==> src/rtl/div_wb_if.sv <==
// Issue/writeback bundle between decode/execute, the divide unit and the register file.
// The master issues operations; the slave (divide unit) reports status and drives the write port.
interface div_wb_if #(
    parameter int DATA_WIDTH    = 32,
    parameter int ADDRESS_WIDTH = 5
);
    logic                     start;
    logic [1:0]               op;
    logic [DATA_WIDTH-1:0]    op_a;
    logic [DATA_WIDTH-1:0]    op_b;
    logic [ADDRESS_WIDTH-1:0] rd;
    logic                     busy;
    logic                     done;
    logic                     wb_en;
    logic [ADDRESS_WIDTH-1:0] wb_addr;
    logic [DATA_WIDTH-1:0]    wb_data;

    modport master (
        output start, op, op_a, op_b, rd,
        input  busy, done, wb_en, wb_addr, wb_data
    );

    modport slave (
        input  start, op, op_a, op_b, rd,
        output busy, done, wb_en, wb_addr, wb_data
    );
endinterface

==> src/rtl/div_wb_unit.sv <==
// Iterative RV32M DIV/DIVU/REM/REMU unit (restoring, one quotient bit per cycle)
// that writes its result straight into the register file for a single cycle.
module div_wb_unit #(
    parameter int DATA_WIDTH    = 32,
    parameter int ADDRESS_WIDTH = 5
) (
    input  logic    clk,
    input  logic    rst,
    div_wb_if.slave bus
);
    localparam int CNT_W = $clog2(DATA_WIDTH + 1);
    localparam logic [DATA_WIDTH-1:0] ONE      = {{(DATA_WIDTH-1){1'b0}}, 1'b1};
    localparam logic [DATA_WIDTH-1:0] MIN_NEG  = {1'b1, {(DATA_WIDTH-1){1'b0}}};
    localparam logic [DATA_WIDTH-1:0] ALL_ONES = {DATA_WIDTH{1'b1}};
    localparam logic [CNT_W-1:0]      CNT_LOAD = CNT_W'(DATA_WIDTH);
    localparam logic [CNT_W-1:0]      CNT_LAST = {{(CNT_W-1){1'b0}}, 1'b1};

    typedef enum logic [1:0] {
        IDLE = 2'd0,
        CALC = 2'd1,
        WB   = 2'd2
    } state_t;

    state_t state, state_nxt;

    // dvd_q starts as the dividend magnitude; quotient bits shift in from the bottom.
    logic [DATA_WIDTH-1:0]    dvd_q;
    logic [DATA_WIDTH-1:0]    dvs_q;
    logic [DATA_WIDTH-1:0]    rem_q;
    logic [CNT_W-1:0]         cnt_q;
    logic                     sel_rem_q;
    logic                     neg_quo_q;
    logic                     neg_rem_q;
    logic [ADDRESS_WIDTH-1:0] rd_q;
    logic [ADDRESS_WIDTH-1:0] wb_addr_q;
    logic [DATA_WIDTH-1:0]    wb_data_q;

    function automatic logic [DATA_WIDTH-1:0] negate_if(
        input logic [DATA_WIDTH-1:0] v,
        input logic                  flag
    );
        return flag ? (~v + ONE) : v;
    endfunction

    logic signed [DATA_WIDTH-1:0] a_s;
    logic signed [DATA_WIDTH-1:0] b_s;
    logic                         is_signed;
    logic                         a_neg;
    logic                         b_neg;
    logic                         div_zero;
    logic                         overflow;
    logic                         special;
    logic                         accept;
    logic [DATA_WIDTH-1:0]        special_res;

    // op[0]=1 selects unsigned, op[1]=1 selects remainder.
    always_comb begin
        a_s         = $signed(bus.op_a);
        b_s         = $signed(bus.op_b);
        is_signed   = ~bus.op[0];
        a_neg       = is_signed && (a_s < 0);
        b_neg       = is_signed && (b_s < 0);
        div_zero    = (bus.op_b == '0);
        overflow    = is_signed && (bus.op_a == MIN_NEG) && (bus.op_b == ALL_ONES);
        special     = div_zero || overflow;
        accept      = (state == IDLE) && bus.start;
        special_res = '0;
        if (div_zero) begin
            special_res = bus.op[1] ? bus.op_a : ALL_ONES;
        end else begin
            special_res = bus.op[1] ? '0 : MIN_NEG;
        end
    end

    logic [DATA_WIDTH:0]   p_shift;
    logic                  p_ge;
    logic [DATA_WIDTH-1:0] rem_step;
    logic [DATA_WIDTH-1:0] quo_step;
    logic [DATA_WIDTH-1:0] calc_res;

    // One restoring step; the remainder after a successful subtract always fits DATA_WIDTH bits.
    always_comb begin
        p_shift  = {rem_q, dvd_q[DATA_WIDTH-1]};
        p_ge     = (p_shift >= {1'b0, dvs_q});
        rem_step = DATA_WIDTH'(p_ge ? (p_shift - {1'b0, dvs_q}) : p_shift);
        quo_step = {dvd_q[DATA_WIDTH-2:0], p_ge};
        calc_res = sel_rem_q ? negate_if(rem_step, neg_rem_q)
                             : negate_if(quo_step, neg_quo_q);
    end

    always_ff @(posedge clk) begin
        if (rst) begin
            state <= IDLE;
        end else begin
            state <= state_nxt;
        end
    end

    always_comb begin
        state_nxt   = state;
        bus.busy    = 1'b0;
        bus.done    = 1'b0;
        bus.wb_en   = 1'b0;
        case (state)
            IDLE: begin
                if (bus.start) begin
                    state_nxt = special ? WB : CALC;
                end
            end
            CALC: begin
                bus.busy = 1'b1;
                if (cnt_q == CNT_LAST) begin
                    state_nxt = WB;
                end
            end
            WB: begin
                bus.busy  = 1'b1;
                bus.done  = 1'b1;
                // x0 is not write-protected in the register file.
                bus.wb_en = (wb_addr_q != '0);
                state_nxt = IDLE;
            end
            default: state_nxt = IDLE;
        endcase
    end

    assign bus.wb_addr = wb_addr_q;
    assign bus.wb_data = wb_data_q;

    always_ff @(posedge clk) begin
        if (rst) begin
            dvd_q     <= '0;
            dvs_q     <= '0;
            rem_q     <= '0;
            cnt_q     <= '0;
            sel_rem_q <= 1'b0;
            neg_quo_q <= 1'b0;
            neg_rem_q <= 1'b0;
            rd_q      <= '0;
            wb_addr_q <= '0;
            wb_data_q <= '0;
        end else if (accept) begin
            dvd_q     <= negate_if(bus.op_a, a_neg);
            dvs_q     <= negate_if(bus.op_b, b_neg);
            rem_q     <= '0;
            cnt_q     <= CNT_LOAD;
            sel_rem_q <= bus.op[1];
            neg_quo_q <= a_neg ^ b_neg;
            neg_rem_q <= a_neg;
            rd_q      <= bus.rd;
            // Divide-by-zero and overflow skip the iteration and write next cycle.
            if (special) begin
                wb_addr_q <= bus.rd;
                wb_data_q <= special_res;
            end
        end else if (state == CALC) begin
            dvd_q <= quo_step;
            rem_q <= rem_step;
            cnt_q <= cnt_q - CNT_LAST;
            if (cnt_q == CNT_LAST) begin
                wb_addr_q <= rd_q;
                wb_data_q <= calc_res;
            end
        end
    end
endmodule

==> src/flat_wrapper.sv <==
// flat-port wrapper written by rule: the top's interface ports become plain ports
module div_wb_unit_flat 
#(
    parameter int DATA_WIDTH    = 32,
    parameter int ADDRESS_WIDTH = 5
)
  (clk, rst, bus_start, bus_op, bus_op_a, bus_op_b, bus_rd, bus_busy, bus_done, bus_wb_en, bus_wb_addr, bus_wb_data);
  div_wb_if #(.DATA_WIDTH(DATA_WIDTH), .ADDRESS_WIDTH(ADDRESS_WIDTH)) bus_i ();
  input  logic clk;
  input  logic rst;
  input wire logic [$bits(bus_i.start)-1:0] bus_start;
  input wire logic [$bits(bus_i.op)-1:0] bus_op;
  input wire logic [$bits(bus_i.op_a)-1:0] bus_op_a;
  input wire logic [$bits(bus_i.op_b)-1:0] bus_op_b;
  input wire logic [$bits(bus_i.rd)-1:0] bus_rd;
  output wire logic [$bits(bus_i.busy)-1:0] bus_busy;
  output wire logic [$bits(bus_i.done)-1:0] bus_done;
  output wire logic [$bits(bus_i.wb_en)-1:0] bus_wb_en;
  output wire logic [$bits(bus_i.wb_addr)-1:0] bus_wb_addr;
  output wire logic [$bits(bus_i.wb_data)-1:0] bus_wb_data;
  assign bus_i.start = bus_start;
  assign bus_i.op = bus_op;
  assign bus_i.op_a = bus_op_a;
  assign bus_i.op_b = bus_op_b;
  assign bus_i.rd = bus_rd;
  assign bus_busy = bus_i.busy;
  assign bus_done = bus_i.done;
  assign bus_wb_en = bus_i.wb_en;
  assign bus_wb_addr = bus_i.wb_addr;
  assign bus_wb_data = bus_i.wb_data;
  div_wb_unit #(.DATA_WIDTH(DATA_WIDTH), .ADDRESS_WIDTH(ADDRESS_WIDTH)) u_core (.clk(clk), .rst(rst), .bus(bus_i));
endmodule
==> config.mk <==
export PLATFORM = sky130hd
export DESIGN_NAME = div_wb_unit_flat
export DESIGN_NICKNAME = d
export VERILOG_FILES = /design/src/rtl/div_wb_if.sv /design/src/rtl/div_wb_unit.sv /design/src/flat_wrapper.sv
export SDC_FILE = /design/constraint.sdc
export NUM_CORES = 1
export LEC_CHECK = 0
export CAP_MARGIN = 20
export CORE_AREA = 8 8 149 221
export CTS_CLUSTER_DIAMETER = 40
export DETAILED_ROUTE_END_ITERATION = 7
export DIE_AREA = 0 0 157 229
export PLACE_DENSITY = 0.66
export SYNTH_ARGS = -nofsm -noshare
export SYNTH_HDL_FRONTEND = slang
export SYNTH_SLANG_ARGS = --single-unit
==> constraint.sdc <==
create_clock -name clk -period 9.6 [get_ports clk]
set_clock_uncertainty 0.2 [all_clocks]
set_input_delay 1.92 -clock clk [delete_from_list [all_inputs] [get_ports clk]]
set_output_delay 1.92 -clock clk [all_outputs]
set_load 0.005 [all_outputs]
# Yosys cells after proc, flatten, opt, wreduce, memory -nomap -nowiden
# Index checks and enable logic that the tools add are counted.
# totals
reg_bits	149
inputBits	74
output_inout_bits	40
word_cells	78
# op_classes
add_sub_neg	6
n_lt_le_gt_ge	3
eq_ne	8
mux	28
bitwise	6
reduce_logical	15
# op_table
cell	count
32-bit two-way mux	15
32-bit by 1-bit adder with 32-bit output, second input constant	4
32-bit NOT	4
32-bit == test, second input constant	2
32-bit by 1-bit < comparator with 1-bit output, second input constant	2
33-bit by 32-bit >= comparator with 1-bit output	1
32-bit zero test	1
32-bit subtractor	1
5-bit two-way mux	4
6-bit two-way mux	2
6-bit by 1-bit == test with 1-bit output, second input constant	1
2-bit two-way mux	3
6-bit by 1-bit subtractor with 6-bit output, second input constant	1
1-bit logical AND	5
5-bit nonzero test	1
2-bit by 1-bit != test with 1-bit output, second input constant	2
2-bit case mux with 2 select lines	1
2-bit nonzero test	2
2-bit OR reduction	2
1-bit two-way mux	3
3-bit AND reduction	1
2-bit by 1-bit == test with 1-bit output, second input constant	1
2-bit == test, second input constant	1
2-bit zero test	1
other kinds (5)	5

# Depth between registers and ports, before layout
# Gate-level depths: netlist (run 1).
# depth
ltp_word	9
mapped_depth	24
depth_no_buf	18

# Worst setup path before layout (run 1)
# No wires, ideal clock.
# synth_path
path_kind	register -> register
from	register u_core.dvs_q[14]
to	register u_core.wb_data_q[24] (netlist: u_core.bus.wb_data[24])
setup_ns	0.127
t_arrival_ns	4.708
required_ns	9.273
slack_ns	4.565
stages_incl_launch_ff	24
cell_sequence	dfxtp_1 inv_1 ha_1 buf_6 a21o_1 a21o_1 a22o_1 o31a_1 or3_1 buf_6 clkbuf_4 buf_1 buf_2 o21ai_0 ha_1 inv_1 nor3b_1 and3_1 a31o_2 nand4bb_1 buf_4 nor3b_2 mux2i_1 or3_1
# synth_via
elab_chain_cells	9
elab_cells_between_ends	13
classes_between	add/sub: 3; order compare: 1; mux: 7; bitwise: 2
# synth_rtl
item	line_no	source
start: declaration	div_wb_unit.sv:28	logic [DATA_WIDTH-1:0] dvs_q;
start signal: assignment	div_wb_unit.sv:144	dvs_q <= negate_if(bus.op_b, b_neg);
32-bit subtractor / 33-bit by 32-bit >= comparator with 1-bit output (equally long branches)	div_wb_unit.sv:85, div_wb_unit.sv:84	
32-bit two-way mux	div_wb_unit.sv:85	rem_step = DATA_WIDTH'(p_ge ? (p_shift - {1'b0, dvs_q}) : p_shift);
32-bit NOT	div_wb_unit.sv:42	return flag ? (~v + ONE) : v;
32-bit by 1-bit adder with 32-bit output	div_wb_unit.sv:42	
32-bit two-way mux	div_wb_unit.sv:42	
32-bit two-way mux (*)	div_wb_unit.sv:87	calc_res = sel_rem_q ? negate_if(rem_step, neg_rem_q)
32-bit two-way mux (*)	div_wb_unit.sv:160	if (cnt_q == CNT_LAST) begin
32-bit two-way mux (*)	div_wb_unit.sv:156	end else if (state == CALC) begin
32-bit two-way mux (*)	div_wb_unit.sv:142	end else if (accept) begin
end signal: assignment	div_wb_unit.sv:154	wb_data_q <= special_res;
end signal: assignment	div_wb_unit.sv:162	wb_data_q <= calc_res;
end: declaration	div_wb_unit.sv:36	logic [DATA_WIDTH-1:0] wb_data_q;
# Mark *: on every way between the ends. The rest lies on a longest branch, timed or not. The select of a mux whose other input is x is not followed.
# A chain may end at the register's enable or synchronous reset.

# Worst setup path after layout (run 1)
# layout_path
from	input bus_op_a[24]
to	register u_core.wb_data_q[29] (netlist: u_core.bus.wb_data[29])
# layout_via
elab_chain_cells	6
# layout_rtl
item	line_no	source
start: declaration	flat_wrapper.sv:13	input wire logic [$bits(bus_i.op_a)-1:0] bus_op_a;
32-bit == test	div_wb_unit.sv:64	overflow = is_signed && (bus.op_a == MIN_NEG) && (bus.op_b == ALL_ONES);
1-bit logical AND (2 in series)	div_wb_unit.sv:64	
1-bit logical OR	div_wb_unit.sv:65	special = div_zero || overflow;
2-bit by 1-bit != test with 1-bit output (no line)	n/a	
3-bit AND reduction (no line)	n/a	
# Every way passes these cells.

==> impl_metrics.toml, run 1 <==
[floorplanning]
ios = 114
coreArea_um2 = 29770
fp-row-count = 78
dieArea_um2 = 35950
die_x_um = 157
start_util_pct = 39.41
die_y_um = 229

[worst_hold_path]
hp-class = "reg2reg"

[critical_path]
crit_fanout = 23
slowest_delay_ns = 0.86
cpMaxStageDelayCell = "nor4_1"
cp.arrival_ns = 5.93
worstPathRequired_ns = 9.71
critPathLaunchType = "primary input"
crit_type = "in2reg"
end_kind = "flip-flop"
crit_chain = "clkdlybuf4s50_1, nor3_1, nand2b_1, nor4_1, and4_1, a41o_1, nand2_1, nand2_1, nor2_2, a2111oi_0, nor3_1"

[power]
peakVddDrop_mv = 0.1429
power.density_nw_per_um2 = 208.7
leakagePower_nw = 4.870

[synthesis]
syn_area_um2 = 11730
synth_xor_area_share_pct = 9.407
synth_top_family_by_area = "compound AO/OA/AOI/OAI gates"
ys_async_sr_fraction_pct = 0
synth_nets = 1658
synthAdderAreaFrac_pct = 4.650
synth_edf_count = 0
post-synth-top-count-cell = "nor2_1"
synth.area.mux_share_pct = 5.717
yosysSeqAreaShare_pct = 25.43
netlist.area_leader.share_pct = 25.43
ys_warn_count = 0
synth_largest_area_cell = "dfxtp_1"
ys_seq_elements = 149
synth_cell_types = 90
synth_simple_gate_area_share_pct = 21.62
syn_avg_cell_area_um2 = 7.613
synthCells = 1541
synth_compound_area_share_pct = 27.31
synthTopCellsByArea = "dfxtp_1, a211oi_1, nor2_1, xnor2_1, mux2i_1"
synth_common_cells = "nor2_1, dfxtp_1, nand2_1, a211oi_1, a21oi_1"
ys.flop_type = "dfxtp_1"

[timing]
hold_ws_ns = 0.2574
tightest_slew_ns = 1.099
slew_viol_final = 0
setup_viol = 0
finalHoldViolCount = 0
fmaxAchievable_ghz = 0.1719
slew_headroom_pct = 26.04
period_share_pct = 60.60
finalSetupTns_ns = 0
rsz0062_at_grt = "false"
period_minus_slack_ns = 5.818

[clock_tree]
htreeDepth = 4
clock_sinks = 149
cts-buffers-inserted = 17
cts-root-buf = "clkbuf_16"
cts_tree = "built"
post-cts-setup-buffers = 0
postCtsHoldBufs = 0
clk_path_buf_depth = 2
clk_pin_slew_ns = 0.07
clock_latency_ns = 0.44
cts_resized = 0

[drt]
via_per_inst = 5.914
drtIter0Drc = 898
vias = 11820
dr.pass1.iters = 5
drc = 0
antenna_left = 0
drt-total-wl_um = 40810
wl_per_cell_um = 20.43

[placed_design]
gp_congestion = 0.9871
io_buffers = 113
hpwl_um = 31600
place_area_um2 = 13020

[final_layout]
drive_gt1_share_pct = 5.382
layout.nets = 1702
antenna_cells = 0
multi_input_area_um2 = 8084
seq_area_um2 = 2983
area_growth_pct = 16.28
design_area_um2 = 13640
fillCellCount = 3005
finish.utilization_pct = 45.83

[global_routing]
grt_max_degree = 96
track_usage_pct = 22.47
grt_overflow = 0
grt_pass1_wl_um = 63360
antenna_found_initial = 0
grt_pass1_vias = 11330

[run]
max_cap_violations = 0

[run_status]
status = "finished, final reports clean"
## final cells by class
class | count | area share [%]
multi-input cells | 1227 | 59.26
flip-flops and latches | 149 | 21.87
repair buffers | 123 | 8.806
well taps | 400 | 3.669
clock buffers | 17 | 3.119
inverters | 67 | 1.862
clock inverters | 15 | 1.413
## cell families (layout without fill, tap and decap cells)
| group | count (synthesis) | count (layout) |
|---|---|---|
| multiplexers | 66 | 66 |
| buffers and inverters | 165 | 222 |
| AO/OA/AOI/OAI | 464 | 464 |
| flip-flops | 149 | 149 |
| AND/OR/NAND/NOR | 528 | 528 |
| adder cells (fa/ha/maj) | 43 | 43 |
| XOR/XNOR | 126 | 126 |
## per-stage QoR
step / std cells / setup WS [ns] / power (mW)
finish: 1998 / 3.782 / 2.846
global route: 1998 / 3.502 / 3.005
CTS: 1998 / 3.880 / 2.830
detailed placement: 1966 / 3.416 / 2.115
global placement: 1966 / 3.461 / 2.108
floorplan: 1541 / 4.565 / 1.761
## power breakdown
part | internal (mW) | leakage (nW) | switching, mW | total (mW)
registers | 0.678 | 1.22 | 0.0723 | 0.750
clock network | 0.415 | 0.289 | 0.298 | 0.713
logic | 0.499 | 3.36 | 0.884 | 1.38
total | 1.59 | 4.87 | 1.25 | 2.85
## cell usage in the layout (no fill, tap or decap), types with 6 or more instances in the layout
master           instances
o21ai_1                  8
o21a_1                   6
buf_4                   10
clkdlybuf4s50_1        112
inv_1                   66
dfxtp_1                149
a21oi_1                 97
xnor2_1                 77
nand3_1                 21
nand2_1                111
xor2_1                  49
nand4_1                 20
a311oi_1                 7
a22o_1                   6
a211oi_1               102
clkbuf_16               17
nor4_1                  20
and2_1                   9
nor2b_1                 10
ha_1                    41
or2_2                    6
o21ai_0                 85
a31oi_1                 14
o41ai_1                 13
nor2_1                 195
o211ai_1                 7
mux2i_1                 60
or3_1                   26
and3_1                   9
a21o_1                  14
o31ai_1                 21
nor3_1                  46
or4_1                   10
o221ai_1                13
nand2b_1                15
nor3b_1                  6
## worst max-delay path: cells and delay by family
family	cells	cell delay, ns
AOI/OAI and AO/OA	2	0.79
buffers and inverters	1	0.53
and+or+nand+nor	8	2.66
## flip-flops by register name, summed over array words and instances (netlist names)
name	flops
u_core.bus.wb_addr	5
u_core.bus.wb_data	32
u_core.cnt_q	6
u_core.dvd_q	32
u_core.dvs_q	32
u_core.neg_quo_q	1
u_core.neg_rem_q	1
u_core.rd_q	5
u_core.rem_q	32
u_core.sel_rem_q	1
u_core.state	2
## per-layer routing
metal / GRT usage (%) / part of all wire, % / up-vias
li1: - / - / 5754
met1: 25.22 / 39 / 5534
met2: 39.07 / 50 / 419
met3: 2.941 / 4.7 / 109
met4: 14.35 / 6.4 / 0
met5: 0 / 0 / -
## worst paths after layout
path | end | cells after the start | start | slack, ns
max reg2reg | u_core.bus.wb_data[30] | 17 | u_core.dvs_q[1] | 3.88
min reg2reg | u_core.bus.wb_data[7] | 2 | u_core.bus.wb_data[7] | 0.26
max | u_core.bus.wb_data[29] | 11 | bus_op_a[24] | 3.78
min | u_core.bus.wb_data[7] | 2 | u_core.bus.wb_data[7] | 0.26
(Power assumes the default switching activity.)
==> inputs of run 2 (changes only) <==
==> constraint.sdc (replaced) <==
create_clock -name clk -period 5.6 [get_ports clk]
set_clock_uncertainty 0.2 [all_clocks]
set_input_delay 1.12 -clock clk [delete_from_list [all_inputs] [get_ports clk]]
set_output_delay 1.12 -clock clk [all_outputs]
set_load 0.005 [all_outputs]
==> run 2 against run 1 <==
Global-route usage fell by 0.15 points. Sequential share of layout area fell by 0.15 points. Clock-buffer cell count rose by 3. Largest power group unchanged. Total power rose by 72%. Critical endpoint is now u_core.bus.wb_data[24]. Critical path depth rose by 6. Die area did not move. Sequential power rose by 71%. Wire length fell by 0.78%. Utilization rose by 0.32 points. Setup slack got worse by 3.1 ns. Via count fell by 0.14%. Cell area rose by 0.70%.
==> impl_metrics.toml, run 2 (synthesis gave the netlist of run 1 again) <==
[global_routing]
grt_overflow = 0
grt_pass1_wl_um = 62950
grt_pass1_vias = 11390
grt_max_degree = 81
track_usage_pct = 22.32
antenna_found_initial = 0

[drt]
vias = 11800
via_per_inst = 5.865
antenna_left = 0
drt-total-wl_um = 40490
wl_per_cell_um = 20.13
dr.pass1.iters = 5
drc = 0
drtIter0Drc = 780

[final_layout]
fillCellCount = 2959
final_cell_mix = "nor2_1, dfxtp_1, clkdlybuf4s50_1, nand2_1, a211oi_1"
drive_gt1_share_pct = 6.079
layout_commonest_cell = "nor2_1"
finish.utilization_pct = 46.15
antenna_cells = 0
area_growth_pct = 17.09
layout.nets = 1716

[critical_path]
cpMaxStageDelayCell = "or3_2"
reg2reg_setup_slack_ns = 0.67
crit_fanout = 9
critPathLaunchType = "flip-flop"
cp_top_family = "simple AND/OR/NAND/NOR gates"
crit_chain = "ha_1, a21oi_1, o21ai_0, a21o_1, o31a_1, or3_2, o21ai_0, ha_1, inv_1, nor3b_1, and3_1, a31o_2, nand4bb_1, buf_4, nor3b_2, mux2i_1, or3_1"
r2r_cells = 17
slowest_delay_ns = 0.55
r2r_end = "u_core.bus.wb_data[24]"
crit_type = "reg2reg"
crit_path_start = "u_core.rem_q[5]"
cp.arrival_ns = 5.06
worstPathRequired_ns = 5.73
cp_num_buf_inv = 2
regToRegStartpoint = "u_core.rem_q[5]"
end_kind = "flip-flop"

[clock_tree]
clk_path_buf_depth = 2
clk_pin_slew_ns = 0.06
clock_latency_ns = 0.45
htreeDepth = 4
cts-root-buf = "clkbuf_16"
cts-buffers-inserted = 17
clock_sinks = 149
cts_tree = "built"
postCtsHoldBufs = 0
cts_resized = 0
post-cts-setup-buffers = 0

[floorplanning]
die_x_um = 157
coreArea_um2 = 29770
start_util_pct = 39.41
die_y_um = 229
fp-row-count = 78
ios = 114
dieArea_um2 = 35950

[placed_design]
io_buffers = 113
gp_congestion = 0.9124
hpwl_um = 31540

[timing]
finalHoldViolCount = 0
slew_viol_final = 0
finalSetupTns_ns = 0
period_share_pct = 87.96
slew_headroom_pct = 39.59
fmaxAchievable_ghz = 0.2030
tightest_slew_ns = 0.9040
rsz0062_at_grt = "false"
setup_viol = 0
period_minus_slack_ns = 4.926

[worst_hold_path]
hold-path-endpoint = "u_core.bus.wb_data[8]"
hp-class = "reg2reg"
min_delay_path_depth = 2
hold_path_startpoint = "u_core.bus.wb_data[8]"

[run_status]
status = "finished, final reports clean"

[power]
power.density_nw_per_um2 = 356.4
leakagePower_nw = 4.927
peakVddDrop_mv = 0.2912

[run]
max_cap_violations = 0
run 2: changes by cell type in the layout (fill, tap and decap cells not counted), sizes merged:
cell and delta:
buf +14, clkbuf +3, clkinvlp +2, inv -5
run 2: cell type report:
cell class,count,area [um^2],area share [%]
clock buffers,20,446.7,3.252
clock inverters,12,153.9,1.120
inverters,67,254.0,1.849
multi-input cells,1227,8084,58.85
flip-flops and latches,149,2983,21.72
well taps,400,500.5,3.644
repair buffers,137,1314,9.565
run 2: worst min-delay path, stage by stage, from the launching register on:
cell and delay, ns:
dfxtp_1 0.31, nand2_1 0.05, nand2_1 0.04
run 2: power breakdown:
| group | switching (mW) | internal [mW] | leakage, nW |
|---|---|---|---|
| clock network | 0.482 | 0.710 | 0.275 |
| registers | 0.115 | 1.16 | 1.22 |
| logic | 1.54 | 0.886 | 3.43 |
| total | 2.14 | 2.76 | 4.93 |
run 2: worst max path at each step:
stage | endpoint | slack [ns] | cells past startpoint
5_1_grt | u_core.bus.wb_data[24] | 0.34 | 17
3_3_place_gp | u_core.bus.wb_data[2] | 0.58 | 13
2_1_floorplan | u_core.bus.wb_data[24] | 0.57 | 23
3_5_place_dp | u_core.bus.wb_data[24] | 0.50 | 13
6_report | u_core.bus.wb_data[24] | 0.67 | 17
4_1_cts | u_core.bus.wb_data[24] | 0.70 | 17
run 2: stage by stage:
step | total power, mW | hold WS [ns] | instances | worst slack (ns) | cell area, um^2
after global routing | 5.161 | 0.2679 | 2012 | 0.3383 | 13740
after global placement | 3.660 | 0.2366 | 1978 | 0.5780 | 13110
after floorplan | 3.019 | 0.2319 | 1541 | 0.5654 | 11730
after detailed placement | 3.668 | 0.2343 | 1978 | 0.4971 | 13110
final | 4.895 | 0.2385 | 2012 | 0.6745 | 13740
after CTS | 4.873 | 0.2430 | 2010 | 0.7049 | 13710
run 2: layer usage:
metal,track usage (%),vias to the layer above,share of wire (%)
met1,25.00,5576,40
met2,39.18,341,51
met5,0,-,0
li1,-,5790,-
met4,13.41,0,5.5
met3,3.035,93,3.7
==> inputs of run 3 (changes only) <==
--- a/config.mk
+++ b/config.mk
@@ -6,10 +6,10 @@
 export NUM_CORES = 1
 export LEC_CHECK = 0
 export CAP_MARGIN = 20
-export CORE_AREA = 8 8 149 221
+export CORE_AREA = 2 2 143 215
 export CTS_CLUSTER_DIAMETER = 40
 export DETAILED_ROUTE_END_ITERATION = 7
-export DIE_AREA = 0 0 157 229
+export DIE_AREA = 0 0 145 217
 export PLACE_DENSITY = 0.66
 export SYNTH_ARGS = -nofsm -noshare
 export SYNTH_HDL_FRONTEND = slang
==> run 3 against run 2 <==
First-iteration DRC count grew 0.26%. Cell area grew 0.42%. Utilization grew 0.19 points. Critical endpoint unchanged. Largest power group unchanged. Combinational power is essentially flat. Largest cell class unchanged. Highest routed layer unchanged.
==> impl_metrics.toml, run 3 (synthesis gave the netlist of run 1 again) <==
[run_status]
status = "finished, final reports clean"

[final_layout]
finish.utilization_pct = 46.34
antenna_cells = 0
instances_no_fill = 2016
area_growth_pct = 17.58
final_cell_mix = "nor2_1, dfxtp_1, clkdlybuf4s50_1, nand2_1, a211oi_1"
drive_gt1_share_pct = 6.250
layout_commonest_cell = "nor2_1"
seq_area_um2 = 2983
fillCellCount = 3029
design_area_um2 = 13790
multi_input_area_um2 = 8084
layout.nets = 1720

[timing]
period_minus_slack_ns = 5.112
slew_headroom_pct = 35.78
fmaxAchievable_ghz = 0.1956
finalHoldViolCount = 0
slew_viol_final = 0
finalSetupTns_ns = 0
period_share_pct = 91.28
tightest_slew_ns = 0.9632
setup_viol = 0
rsz0062_at_grt = "false"

[global_routing]
track_usage_pct = 25.09
grt_overflow = 0
antenna_found_initial = 0
grt_pass1_vias = 11510
grt_pass1_wl_um = 62700
grt_max_degree = 81

[power]
power.density_nw_per_um2 = 360.4
leakagePower_nw = 4.969
peakVddDrop_mv = 0.2652

[worst_hold_path]
hold-path-endpoint = "u_core.bus.wb_data[7]"
hold_path_startpoint = "u_core.bus.wb_data[7]"
hp-class = "reg2reg"
min_delay_path_depth = 2

[critical_path]
end_kind = "flip-flop"
cp.arrival_ns = 5.25
crit_type = "reg2reg"
reg2reg_setup_slack_ns = 0.49
slowest_delay_ns = 0.50
regToRegStartpoint = "u_core.rem_q[5]"
worstPathRequired_ns = 5.74
crit_path_start = "u_core.rem_q[5]"
cpMaxStageDelayCell = "or3_2"
r2r_end = "u_core.bus.wb_data[24]"
r2r_cells = 16
crit_fanout = 9
cp_top_family = "simple AND/OR/NAND/NOR gates"
crit_chain = "ha_1, a21oi_1, o21ai_0, a21o_1, o31a_1, or3_2, o21ai_0, ha_1, inv_1, nor3b_1, and3_1, a31o_2, nand4bb_1, nor3b_2, mux2i_1, or3_1"
cp_num_buf_inv = 1
critPathLaunchType = "flip-flop"

[floorplanning]
start_util_pct = 39.41
die_y_um = 217
coreArea_um2 = 29770
die_x_um = 145
dieArea_um2 = 31470
ios = 114
fp-row-count = 78

[clock_tree]
cts_resized = 0
htreeDepth = 4
clk_pin_slew_ns = 0.06
clock_latency_ns = 0.45
cts-root-buf = "clkbuf_16"
postCtsHoldBufs = 0
clock_sinks = 149
clk_path_buf_depth = 2
cts_tree = "built"
post-cts-setup-buffers = 0
cts-buffers-inserted = 17

[drt]
drtIter0Drc = 782
dr.pass1.iters = 5
vias = 11920
drt-total-wl_um = 40260
via_per_inst = 5.912
drc = 0
antenna_left = 0
wl_per_cell_um = 19.97

[placed_design]
place_area_um2 = 13150
hpwl_um = 31330
numPlacedInstances = 1982
gp_congestion = 1.025
io_buffers = 113

[run]
max_cap_violations = 0
==> run 3: cell types whose count changed in the layout (fill, tap and decap cells not counted), sizes merged <==
| cell | before | now |
|---|---|---|
| clkinv | 2 | 4 |
| buf | 25 | 29 |
| clkbuf | 20 | 21 |
| clkinvlp | 6 | 2 |
| bufinv | 3 | 4 |
==> run 3: final cells by class <==
class,instances,share of cell area [%]
Multi-Input combinational cell,1227,58.61
Sequential cell,149,21.63
Timing Repair Buffer,141,9.761
Tap cell,400,3.628
Clock buffer,21,3.266
Inverter,67,1.841
Clock inverter,11,1.270
==> run 3: power by group <==
part	internal (mW)	total, mW	switching (mW)	leakage, nW
sequential	1.16	1.28	0.118	1.22
clock	0.759	1.24	0.482	0.298
combinational	0.895	2.45	1.55	3.45
==> run 3: metal layers <==
layer  global-route usage, %  wire [um]  up-vias
met3                   3.103       1550      121
met5                       0          0        -
met4                   19.31       3252        0
li1                        -          -     5786
met1                   28.11      15740     5646
met2                   43.37      19710      366
==> run 3: per-stage QoR <==
stage | setup WS (ns) | total power, mW | hold slack (ns)
final | 0.4882 | 4.970 | 0.2435
after global routing | 0.1140 | 5.244 | 0.2734
after CTS | 0.5502 | 4.941 | 0.2472
after detailed placement | 0.4496 | 3.688 | 0.2388
after global placement | 0.4474 | 3.674 | 0.2374
after floorplan | 0.5654 | 3.019 | 0.2319
==> run 3: how the worst max path moves through the flow <==
| stage | end | slack (ns) | depth (start not counted) |
|---|---|---|---|
| 4_1_cts | u_core.bus.wb_data[24] | 0.55 | 16 |
| 2_1_floorplan | u_core.bus.wb_data[24] | 0.57 | 23 |
| 5_1_grt | u_core.bus.wb_data[30] | 0.11 | 16 |
| 3_5_place_dp | u_core.bus.wb_data[24] | 0.45 | 13 |
| 3_3_place_gp | u_core.bus.wb_data[24] | 0.45 | 13 |
| 6_report | u_core.bus.wb_data[24] | 0.49 | 16 |
==> run 3: worst register-to-register path, cell delays in order (launching register included) <==
cell and delay (ns):
dfxtp_1 0.48, ha_1 0.35, a21oi_1 0.35, o21ai_0 0.16, a21o_1 0.24, o31a_1 0.31
or3_2 0.50, o21ai_0 0.35, ha_1 0.27, inv_1 0.07, nor3b_1 0.25, and3_1 0.22
a31o_2 0.14, nand4bb_1 0.39, nor3b_2 0.31, mux2i_1 0.09, or3_1 0.33
